## config.mk

```make
export PLATFORM = sky130hd
export DESIGN_NAME = serial_adder_ctrl
export DESIGN_NICKNAME = d
export VERILOG_FILES = /design/src/rtl/serial_adder_ctrl_pkg.sv /design/src/rtl/serial_adder_ctrl_fa.sv /design/src/rtl/serial_adder_ctrl.sv
export SDC_FILE = /design/constraint.sdc
export NUM_CORES = 1
export LEC_CHECK = 0
export ABC_CLOCK_PERIOD_IN_PS = 1480
export CAP_MARGIN = 20
export CORE_MARGIN = 3
export CORE_UTILIZATION = 28
export DETAILED_ROUTE_END_ITERATION = 7
export PLACE_DENSITY = 0.48
export SLEW_MARGIN = 10
export SYNTH_ARGS = -nofsm -noshare
export SYNTH_HDL_FRONTEND = slang
export SYNTH_SLANG_ARGS = --single-unit
```

## constraint.sdc

```tcl
create_clock -name clk -period 1.48 [get_ports clk]
set_clock_uncertainty 0.15 [all_clocks]
set_input_delay 0.222 -clock clk [delete_from_list [all_inputs] [get_ports clk]]
set_output_delay 0.222 -clock clk [all_outputs]
set_load 0.01 [all_outputs]
```

## src/rtl/serial_adder_ctrl_pkg.sv

```systemverilog
// serial_adder_ctrl_pkg: FSM state encoding and WIDTH range check for the bit-serial adder
package serial_adder_ctrl_pkg;
    typedef enum logic [1:0] {
        ST_IDLE = 2'd0,
        ST_RUN  = 2'd1,
        ST_DONE = 2'd2
    } state_t;
    localparam int WIDTH_MIN = 2;
    localparam int WIDTH_MAX = 32;
    function automatic bit width_ok(input int w);
        return (w >= WIDTH_MIN) && (w <= WIDTH_MAX);
    endfunction
endpackage

```

## src/rtl/serial_adder_ctrl_fa.sv

```systemverilog
// serial_adder_ctrl_fa: single-bit full_adder cell composed from two half adders
module half_adder (
    input  logic i_a,
    input  logic i_b,
    output logic o_s,
    output logic o_c
);
    assign o_s = i_a ^ i_b;
    assign o_c = i_a & i_b;
endmodule

module full_adder (
    input  logic i_a,
    input  logic i_b,
    input  logic i_cin,
    output logic o_s,
    output logic o_cout
);
    logic w_s1, w_c1, w_c2;
    half_adder u_ha0 (.i_a(i_a),  .i_b(i_b),   .o_s(w_s1), .o_c(w_c1));
    half_adder u_ha1 (.i_a(w_s1), .i_b(i_cin), .o_s(o_s),  .o_c(w_c2));
    assign o_cout = w_c1 | w_c2;
endmodule

```

## src/rtl/serial_adder_ctrl.sv

```systemverilog
// serial_adder_ctrl: bit-serial add/subtract, one full_adder stepped LSB-first over WIDTH clocks
module serial_adder_ctrl
    import serial_adder_ctrl_pkg::*;
#(
    parameter int WIDTH = 8
) (
    input  logic             clk,
    input  logic             rst_n,
    input  logic             in_valid,
    output logic             in_ready,
    input  logic [WIDTH-1:0] in_a,
    input  logic [WIDTH-1:0] in_b,
    input  logic             in_sub,
    output logic             out_valid,
    input  logic             out_ready,
    output logic [WIDTH-1:0] out_sum,
    output logic             out_cout,
    output logic             out_ovf,
    output logic             busy
);
    localparam int CNT_W = $clog2(WIDTH) + 1;

    generate
        if (!width_ok(WIDTH)) begin : g_bad_width
            $error("serial_adder_ctrl: WIDTH out of range 2..32");
        end
    endgenerate

    state_t             r_state, w_next;
    logic [WIDTH-1:0]   r_a, r_b, r_sum;
    logic               r_carry, r_cmsb;
    logic [CNT_W-1:0]   r_cnt;
    logic               w_s, w_co, w_last;

    full_adder u_fa (.i_a(r_a[0]), .i_b(r_b[0]), .i_cin(r_carry), .o_s(w_s), .o_cout(w_co));

    assign w_last = (r_cnt == CNT_W'(WIDTH - 1));

    always_comb begin
        w_next = r_state;
        case (r_state)
            ST_IDLE: w_next = in_valid  ? ST_RUN  : ST_IDLE;
            ST_RUN:  w_next = w_last    ? ST_DONE : ST_RUN;
            ST_DONE: w_next = out_ready ? ST_IDLE : ST_DONE;
            default: w_next = ST_IDLE;
        endcase
    end

    always_ff @(posedge clk or negedge rst_n) begin
        if (!rst_n) r_state <= ST_IDLE;
        else r_state <= w_next;
    end

    // Subtract presets carry=1 and inverts B so the same cell computes A + ~B + 1
    always_ff @(posedge clk or negedge rst_n) begin
        if (!rst_n) begin
            r_a     <= '0;
            r_b     <= '0;
            r_sum   <= '0;
            r_carry <= 1'b0;
            r_cmsb  <= 1'b0;
            r_cnt   <= '0;
        end else if (r_state == ST_IDLE && in_valid) begin
            r_a     <= in_a;
            r_b     <= in_b ^ {WIDTH{in_sub}};
            r_carry <= in_sub;
            r_cnt   <= '0;
        end else if (r_state == ST_RUN) begin
            r_a     <= {1'b0, r_a[WIDTH-1:1]};
            r_b     <= {1'b0, r_b[WIDTH-1:1]};
            r_sum   <= {w_s, r_sum[WIDTH-1:1]};
            r_carry <= w_co;
            r_cnt   <= r_cnt + CNT_W'(1);
            if (w_last) r_cmsb <= r_carry;
        end
    end

    assign in_ready  = (r_state == ST_IDLE);
    assign busy      = (r_state != ST_IDLE);
    assign out_valid = (r_state == ST_DONE);
    assign out_sum   = r_sum;
    assign out_cout  = r_carry;
    assign out_ovf   = r_cmsb ^ r_carry;
endmodule

```

# Yosys cells after proc, flatten, opt, wreduce, memory -nomap -nowiden

Index checks and enable logic that the tools add are counted.

Register bits after elaboration: 32
Input bits: 21

Add/subtract/negate cells: 1
Equality and inequality tests: 3
Mux-type cells: 12
Bitwise operators: 8
Reduce and logical (&&, ||, !) cells: 6

Operators by type and width:

| kind                                                             | count |
|---|---|
| 8-bit 2-to-1 mux                                                 | 4 |
| 4-bit 2-to-1 mux                                                 | 2 |
| 8-bit XOR                                                        | 1 |
| 2-bit one-hot mux with 3 select lines                            | 1 |
| 4-bit by 1-bit adder with 4-bit output (second input constant)   | 1 |
| 4-bit by 3-bit == test with 1-bit output (second input constant) | 1 |
| 2-bit 2-to-1 mux                                                 | 2 |
| 2-bit nonzero test                                               | 2 |
| 1-bit 2-to-1 mux                                                 | 3 |
| 3-bit AND reduction                                              | 1 |
| 1-bit XOR                                                        | 3 |
| 1-bit AND                                                        | 2 |
| 2-bit by 1-bit == test with 1-bit output (second input constant) | 1 |
| 2-bit == test (second input constant)                            | 1 |
| 2-bit logical NOT                                                | 1 |
| 2-bit AND reduction                                              | 1 |
| 1-bit logical AND                                                | 1 |
| 1-bit NOT                                                        | 1 |
| 1-bit OR                                                         | 1 |

# Logic depth before layout (Yosys ltp)

Gate-level depths: netlist of the first run.

Depth in word-level cells: 5
Gate-level depth with buffers: 5
Gate-level depth less buffers: 4

# Cells and area by module

From an unflattened synthesis of the first run, not the netlist that was laid out.

Cell total of the unflattened synthesis: 154
Area total of the unflattened synthesis: 1520.2 um2

By module, submodules not included:

| module            | instances | cells each | area each (um2) | seq. area each (um2) |
|---|---|---|---|---|
| serial_adder_ctrl | 1         | 151        | 1488.9          | 800.8 |
| half_adder        | 2         | 1          | 12.5            | 0.0 |
| full_adder        | 1         | 1          | 6.3             | 0.0 |

# Least setup slack after synthesis of the first run

OpenSTA, ideal clock, no wires.

Path type: register -> register
Start: reg r_state[1]
End: reg r_b[4]
Arrival: 1169 ps
Required time: 1204 ps
Setup slack: 35 ps
Cell stages (with the launch flop): 6
Buffers on the path: 2
Clock period less this slack: 1445 ps
Path through: dfrtp_1 > or3b_1 > buf_6 > buf_6 > nor2_1 > a31oi_1

Longest elaborated chain between the ends: 3
Elaborated cells between the ends (all ways): 5
Classes of those cells: eq/ne: 1; mux: 1; reduce/logical: 3

Ends and longest elaborated chain:

| what                                                   | line                    | source |
|---|---|---|
| from (decl)                                            | serial_adder_ctrl.sv:29 | `state_t r_state, w_next;` |
| from (signal assigned)                                 | serial_adder_ctrl.sv:51 | `else r_state <= w_next;` |
| 2-bit logical NOT                                      | serial_adder_ctrl.sv:63 | `end else if (r_state == ST_IDLE && in_valid) begin` |
| 1-bit logical AND                                      | serial_adder_ctrl.sv:63 |  |
| 8-bit 2-to-1 mux or 2-bit nonzero test (tied branches) | --                      |  |
| to (signal assigned)                                   | serial_adder_ctrl.sv:65 | `r_b <= in_b ^ {WIDTH{in_sub}};` |
| to (signal assigned)                                   | serial_adder_ctrl.sv:70 | `r_b <= {1'b0, r_b[WIDTH-1:1]};` |
| to (decl)                                              | serial_adder_ctrl.sv:30 | `logic [WIDTH-1:0] r_a, r_b, r_sum;` |

Several ways; a longest one is shown, not always the timed one.
A chain may end at the register's enable or synchronous reset.

# Worst setup path after layout of the first run

Start: reg r_state[1]
End: reg r_b[5]

Same word-level chain as after synthesis.

==> flow_metrics.py, run 1 <==
metrics = {
    "logic_synthesis": {
        "synth_area_um2": 1510,
        "synth_edf_count": 0,
        "synth_top_area_cell": "dfrtp_1",
        "ys_warn_count": 0,
        "yosys.cell_count.top_type": "nand2_1",
        "synth_area_leaders": "dfrtp_1, nand2_1, a31oi_1",
        "synthArstFlopShare_pct": 100,
        "ys_ff_latch": 32,
        "postSynthCellCount": 164,
        "synthFlopType": "dfrtp_1",
        "netlist.area_leader.share_pct": 52.9,
        "syn-num-nets": 187,
        "yosys-top-cells-count": "nand2_1, dfrtp_1, nor2_1",
        "syn_area_per_cell_um2": 9.23,
        "synth_cell_type_count": 26,
        "yosysSeqAreaShare_pct": 52.9,
    },
    "worst_setup_path": {
        "worstPathRequired_ns": 1.49,
        "rr_endpoint": "r_b[5]",
        "rrSetupSlack_ns": -0.08,
        "rr_startpoint": "r_state[1]",
        "critPathArrivalTime_ns": 1.57,
        "criticalPathCategory": "register to register",
        "crit_fanout": 34,
        "critPathLaunchType": "register",
        "rr_worst_depth": 5,
        "end_kind": "register",
    },
    "sta": {
        "max_slew_margin_pct": 88.1,
        "maxSlewViolCount": 0,
        "fmax_mhz": 641,
        "setup_ws_ns": -0.0806,
        "hold_viol": 0,
        "fin_crit_ns": 1.56,
        "period_share_pct": 105,
        "setup_viol": 21,
        "worstMarginPinSlew_ns": 0.179,
        "rsz0062_at_grt": "yes",
    },
    "finish": {
        "fin_area_um2": 2200,
        "n_antenna_cell": 0,
        "n_fill_cell": 520,
        "syn2layout_area_growth_pct": 45.5,
        "drive_gt1_share_pct": 22.2,
        "regArea_um2": 801,
        "final_cells": 286,
        "final_core_util_pct": 42.6,
        "multi_input_area_um2": 686,
        "fin_nets": 238,
    },
    "detailed_routing": {
        "drtAntennaViolNets": 0,
        "viasPerCell": 4.40,
        "finalWirelength_um": 3390,
        "drtIter0Drc": 44,
        "drt-pass1-iter-count": 4,
        "dr_total_vias": 1258,
        "drc_errors": 0,
        "detail_route.wl_per_cell_um": 11.8,
    },
    "global_routing": {
        "grt_overflow": 0,
        "grt_usage_pct": 12.0,
        "grt_max_degree": 35,
        "grt_pass1_wl_um": 5870,
        "grt_pass1_vias": 1273,
        "antenna_found_initial": 0,
    },
    "place": {
        "place_area_um2": 2030,
        "place.port_buffers": 33,
        "dp.cells": 274,
        "hpwl_um": 2300,
        "place_ws_ns": -0.278,
        "globalplace.congestion": 0.732,
    },
    "cts": {
        "cts_buffers": 5,
        "clkSlewWorstSetupHoldPaths_ns": 0.06,
        "cts_buffer_depth": 2,
        "holdBufCountCts": 0,
        "root_buffer": "clkbuf_8",
        "cts_max_level": 2,
        "clk_latency_ns": 0.28,
        "cts_tree": "done",
        "cts_num_sinks": 32,
    },
    "power": {
        "seq_power_share_pct": 35.4,
        "finalPower_mw": 4.38,
        "p_leak_nw": 1.06,
        "netSwitchingPower_mw": 1.61,
        "powerDensity_nw_per_um2": 1990,
        "p_clk_share_pct": 15.5,
        "peakVddDrop_v": 0.000542,
        "internal_power_mw": 2.77,
        "switching_share_pct": 36.7,
        "combPwrFrac_pct": 49.1,
    },
    "flow_run": {
        "maxCapViolations": 0,
    },
    "floorplan": {
        "fp.dieArea_um2": 6330,
        "start_util_pct": 29.3,
        "std_cell_rows": 26,
        "coreArea_um2": 5170,
        "die_h_um": 79.5,
        "top_level_ports": 34,
        "fp.dieW_um": 79.5,
    },
    "status": {
        "failed_checks": "setup timing",
        "outcome": "finished, violations left",
    },
    "worst_hold_path": {
        "hp-class": "input port to asynchronous set/reset pin",
    },
}
worst max-delay path by stage:
stage	from	endpoint	slack, ns	cells past startpoint
floorplan	r_state[1]	r_b[4]	0.03	5
global placement	in_valid	r_b[5]	-0.24	5
detailed placement	in_valid	r_b[6]	-0.28	5
CTS	r_state[1]	r_cnt[2]	-0.07	6
global route	r_state[0]	r_b[1]	-0.14	5
finish	r_state[1]	r_b[5]	-0.08	5
cell usage in the layout, fill, tap and decap left out, types with 2 or more instances in the layout:
master / synthesis / layout
nand2_1: 57 / 56
dfrtp_1: 32 / 32
clkdlybuf4s50_1: 0 / 20
a31oi_1: 12 / 12
buf_4: 0 / 12
nor2_1: 13 / 9
xor2_1: 8 / 8
buf_6: 4 / 8
dlygate4sd2_1: 0 / 8
nand3_1: 7 / 6
clkbuf_8: 0 / 6
nor2_2: 0 / 4
clkbuf_2: 0 / 3
buf_12: 0 / 3
inv_1: 2 / 2
o21ai_0: 2 / 2
a22oi_1: 3 / 2
mux2i_1: 2 / 2
clkbuf_1: 0 / 2
logic make-up (layout without fill, tap and decap cells):
logic type	after synthesis	in the layout	share of synthesized area, %
multiplexers	3	3	2.07
AND/OR/NAND/NOR	85	85	23.5
XOR/XNOR	9	9	5.21
buffers and inverters	13	65	5.70
adder cells (fa/ha/maj)	2	2	2.15
flip-flops	32	32	52.9
AO/OA/AOI/OAI	20	20	8.51
power by group through the flow:
stage | registers (mW) | clock network (mW) | logic (mW)
after detailed placement | 1.57 | 0 | 2.05
final | 1.55 | 0.679 | 2.15
after floorplan | 1.57 | 0 | 1.11
after CTS | 1.55 | 0.714 | 2.06
after global placement | 1.54 | 0 | 1.99
after global routing | 1.60 | 0.749 | 2.44
routing by layer:
metal	up-vias	global-route usage [%]	wire length, µm	part of all wire (%)
met2	37	19.1	1610	48
met3	5	4.85	230	6.8
met1	580	14.8	1520	45
li1	636	-	-	-
met4	0	3.61	27	0.80
met5	-	0	0	0
cell type report:
type                    instances  area share [%]
clock buffers                   8            4.09
inverters                       2           0.341
multi-input cells             119            31.1
flip-flops and latches         32            36.4
well taps                      70            3.98
repair buffers                 55            24.1
metrics by stage:
step / hold slack [ns] / setup TNS [ns]
global route: 0.184 / -2.30
CTS: 0.169 / -0.843
detailed placement: 0.319 / -5.30
finish: 0.173 / -1.14
global placement: 0.309 / -4.88
floorplan: -0.224 / 0
registers in the layout, indices dropped and copies added, names as in the netlist:
| signal | cells |
|---|---|
| out_sum | 8 |
| r_cmsb | 1 |
| out_cout | 1 |
| r_cnt | 4 |
| r_a | 8 |
| r_b | 8 |
| r_state | 2 |
worst max-delay path, cell delays in order, from the launching register on:
cell	delay (ns)
dfrtp_1	0.40
buf_6	0.14
or3b_4	0.40
buf_12	0.18
nor2_1	0.11
a31oi_1	0.05
timing repair:
item,in CTS,in global routing
buffers inserted,4,1
setup endpoints to repair,20,35
pin swaps,4,4
resized for setup,31,17
Note: power is estimated with default switching activity, not from simulation.
==> run 2, diff against run 1 <==
Settings changed: HOLD_SLACK_MARGIN set to 0.1.
==> results of run 2 <==
No change in the layout: final DEF, timing and power equal those of run 1.
==> run 3, diff against run 2 <==
Settings changed: CORE_UTILIZATION 28 to 37, PLACE_DENSITY 0.48 to 0.61.
==> flow_metrics.py, run 3 (synthesis results as in run 1) <==
metrics = {
    "worst_hold_path": {
        "hp-class": "input port to asynchronous set/reset pin",
    },
    "detailed_routing": {
        "drtIter0Drc": 50,
        "drc_errors": 0,
        "viasPerCell": 5.03,
        "dr_total_vias": 1307,
        "drtAntennaViolNets": 0,
        "finalWirelength_um": 3530,
        "drt-pass1-iter-count": 4,
        "detail_route.wl_per_cell_um": 13.6,
    },
    "global_routing": {
        "grt_usage_pct": 16.3,
        "antenna_found_initial": 0,
        "grt_overflow": 0,
        "grt_pass1_wl_um": 6330,
        "grt_pass1_vias": 1320,
        "grt_max_degree": 33,
    },
    "floorplan": {
        "std_cell_rows": 22,
        "top_level_ports": 34,
        "fp.dieW_um": 70.0,
        "die_h_um": 70.0,
        "start_util_pct": 39.9,
        "coreArea_um2": 3800,
        "fp.dieArea_um2": 4900,
    },
    "place": {
        "hpwl_um": 2310,
        "globalplace.congestion": 0.745,
        "dp.cells": 246,
        "place.port_buffers": 33,
        "place_area_um2": 1940,
    },
    "cts": {
        "cts_tree": "done",
        "cts_max_level": 2,
        "clkSlewWorstSetupHoldPaths_ns": 0.06,
        "holdBufCountCts": 0,
        "cts_num_sinks": 32,
        "root_buffer": "clkbuf_8",
        "clk_latency_ns": 0.29,
        "cts_buffers": 5,
        "cts_buffer_depth": 2,
    },
    "finish": {
        "syn2layout_area_growth_pct": 41.2,
        "final_cells": 260,
        "drive_gt1_share_pct": 18.9,
        "n_antenna_cell": 0,
        "regArea_um2": 801,
        "final_core_util_pct": 56.3,
        "fin_nets": 234,
        "mostFrequentLayoutCells": "nand2_1, dfrtp_1, clkdlybuf4s50_1",
        "fin_area_um2": 2140,
        "final_common_cell": "nand2_1",
        "multi_input_area_um2": 671,
        "n_fill_cell": 329,
    },
    "worst_setup_path": {
        "criticalPathCategory": "register to register",
        "worstPathRequired_ns": 1.50,
        "rr_worst_depth": 5,
        "critPathLaunchType": "register",
        "crit_fanout": 17,
        "end_kind": "register",
        "critPathArrivalTime_ns": 1.60,
    },
    "sta": {
        "fin_crit_ns": 1.58,
        "worstMarginPinSlew_ns": 0.345,
        "fin_hold_ws_ns": 0.146,
        "hold_viol": 0,
        "max_slew_margin_pct": 77.0,
        "maxSlewViolCount": 0,
        "setup_tns_ns": -1.76,
        "fmax_mhz": 632,
        "period_share_pct": 107,
        "setup_ws_ns": -0.103,
        "setup_viol": 23,
        "rsz0062_at_grt": "yes",
    },
    "power": {
        "powerDensity_nw_per_um2": 2020,
        "p_leak_nw": 1.04,
        "peakVddDrop_v": 0.000832,
    },
    "status": {
        "failed_checks": "setup timing",
        "outcome": "finished, violations left",
    },
    "flow_run": {
        "maxCapViolations": 0,
    },
}
## run 3: cell types whose count changed in the layout (fill, tap and decap cells not counted), sizes merged
cell / change
clkdlybuf4s15: +1
dlygate4sd2: +1
buf: -4
clkbuf: -2
## run 3: area by class of cell
type / instances / area share, %
Sequential cell: 32 / 37.4
Multi-Input combinational cell: 119 / 31.4
Timing Repair Buffer: 51 / 23.8
Clock buffer: 8 / 4.21
Tap cell: 48 / 2.81
Inverter: 2 / 0.351
## run 3: worst max-delay path: stages (launching register included)
cell     delay [ns]
dfrtp_1        0.41
buf_6          0.14
or3b_4         0.44
buf_12         0.18
nor2_1         0.10
a31oi_1        0.05
## run 3: final timing paths
| check | from | slack (ns) | to |
|---|---|---|---|
| hold / removal | rst_n | 0.15 | r_cnt[2] |
| setup / recovery | r_state[0] | -0.10 | r_b[3] |
| min in group clk | out_sum[0] | 0.32 | out_sum[0] |
| setup reg to reg | r_state[0] | -0.10 | r_b[3] |
| hold reg to reg | out_sum[0] | 0.32 | out_sum[0] |
| max in group asynchronous | rst_n | 0.87 | r_a[3] |
## run 3: routing by layer
layer	routed length (µm)	share of wire (%)	up-vias	track usage, %
met1	1560	44	633	21.0
met5	0	0	-	0
met2	1700	48	39	25.9
met4	49	1.4	0	5.11
li1	-	-	629	-
met3	228	6.5	6	5.18
## run 3: repair_timing
item	4_1_cts	5_1_grt
setup endpoints to repair	24	34
gates resized for setup	27	15
cloned	1	0
pin swaps	0	2
setup buffers	3	2
## run 3: through the flow
step | total power, mW | worst slack [ns]
4_1_cts | 4.24 | -0.0949
3_3_place_gp | 3.39 | -0.211
6_report | 4.32 | -0.103
5_1_grt | 4.70 | -0.159
3_5_place_dp | 3.49 | -0.264
2_1_floorplan | 2.68 | 0.0347
## run 3: power by group
part	internal, mW	leakage, nW	switching, mW	total, mW
registers	1.29	0.398	0.250	1.54
clock network	0.379	0.0455	0.313	0.692
logic	1.02	0.599	1.07	2.09
total	2.69	1.04	1.63	4.32
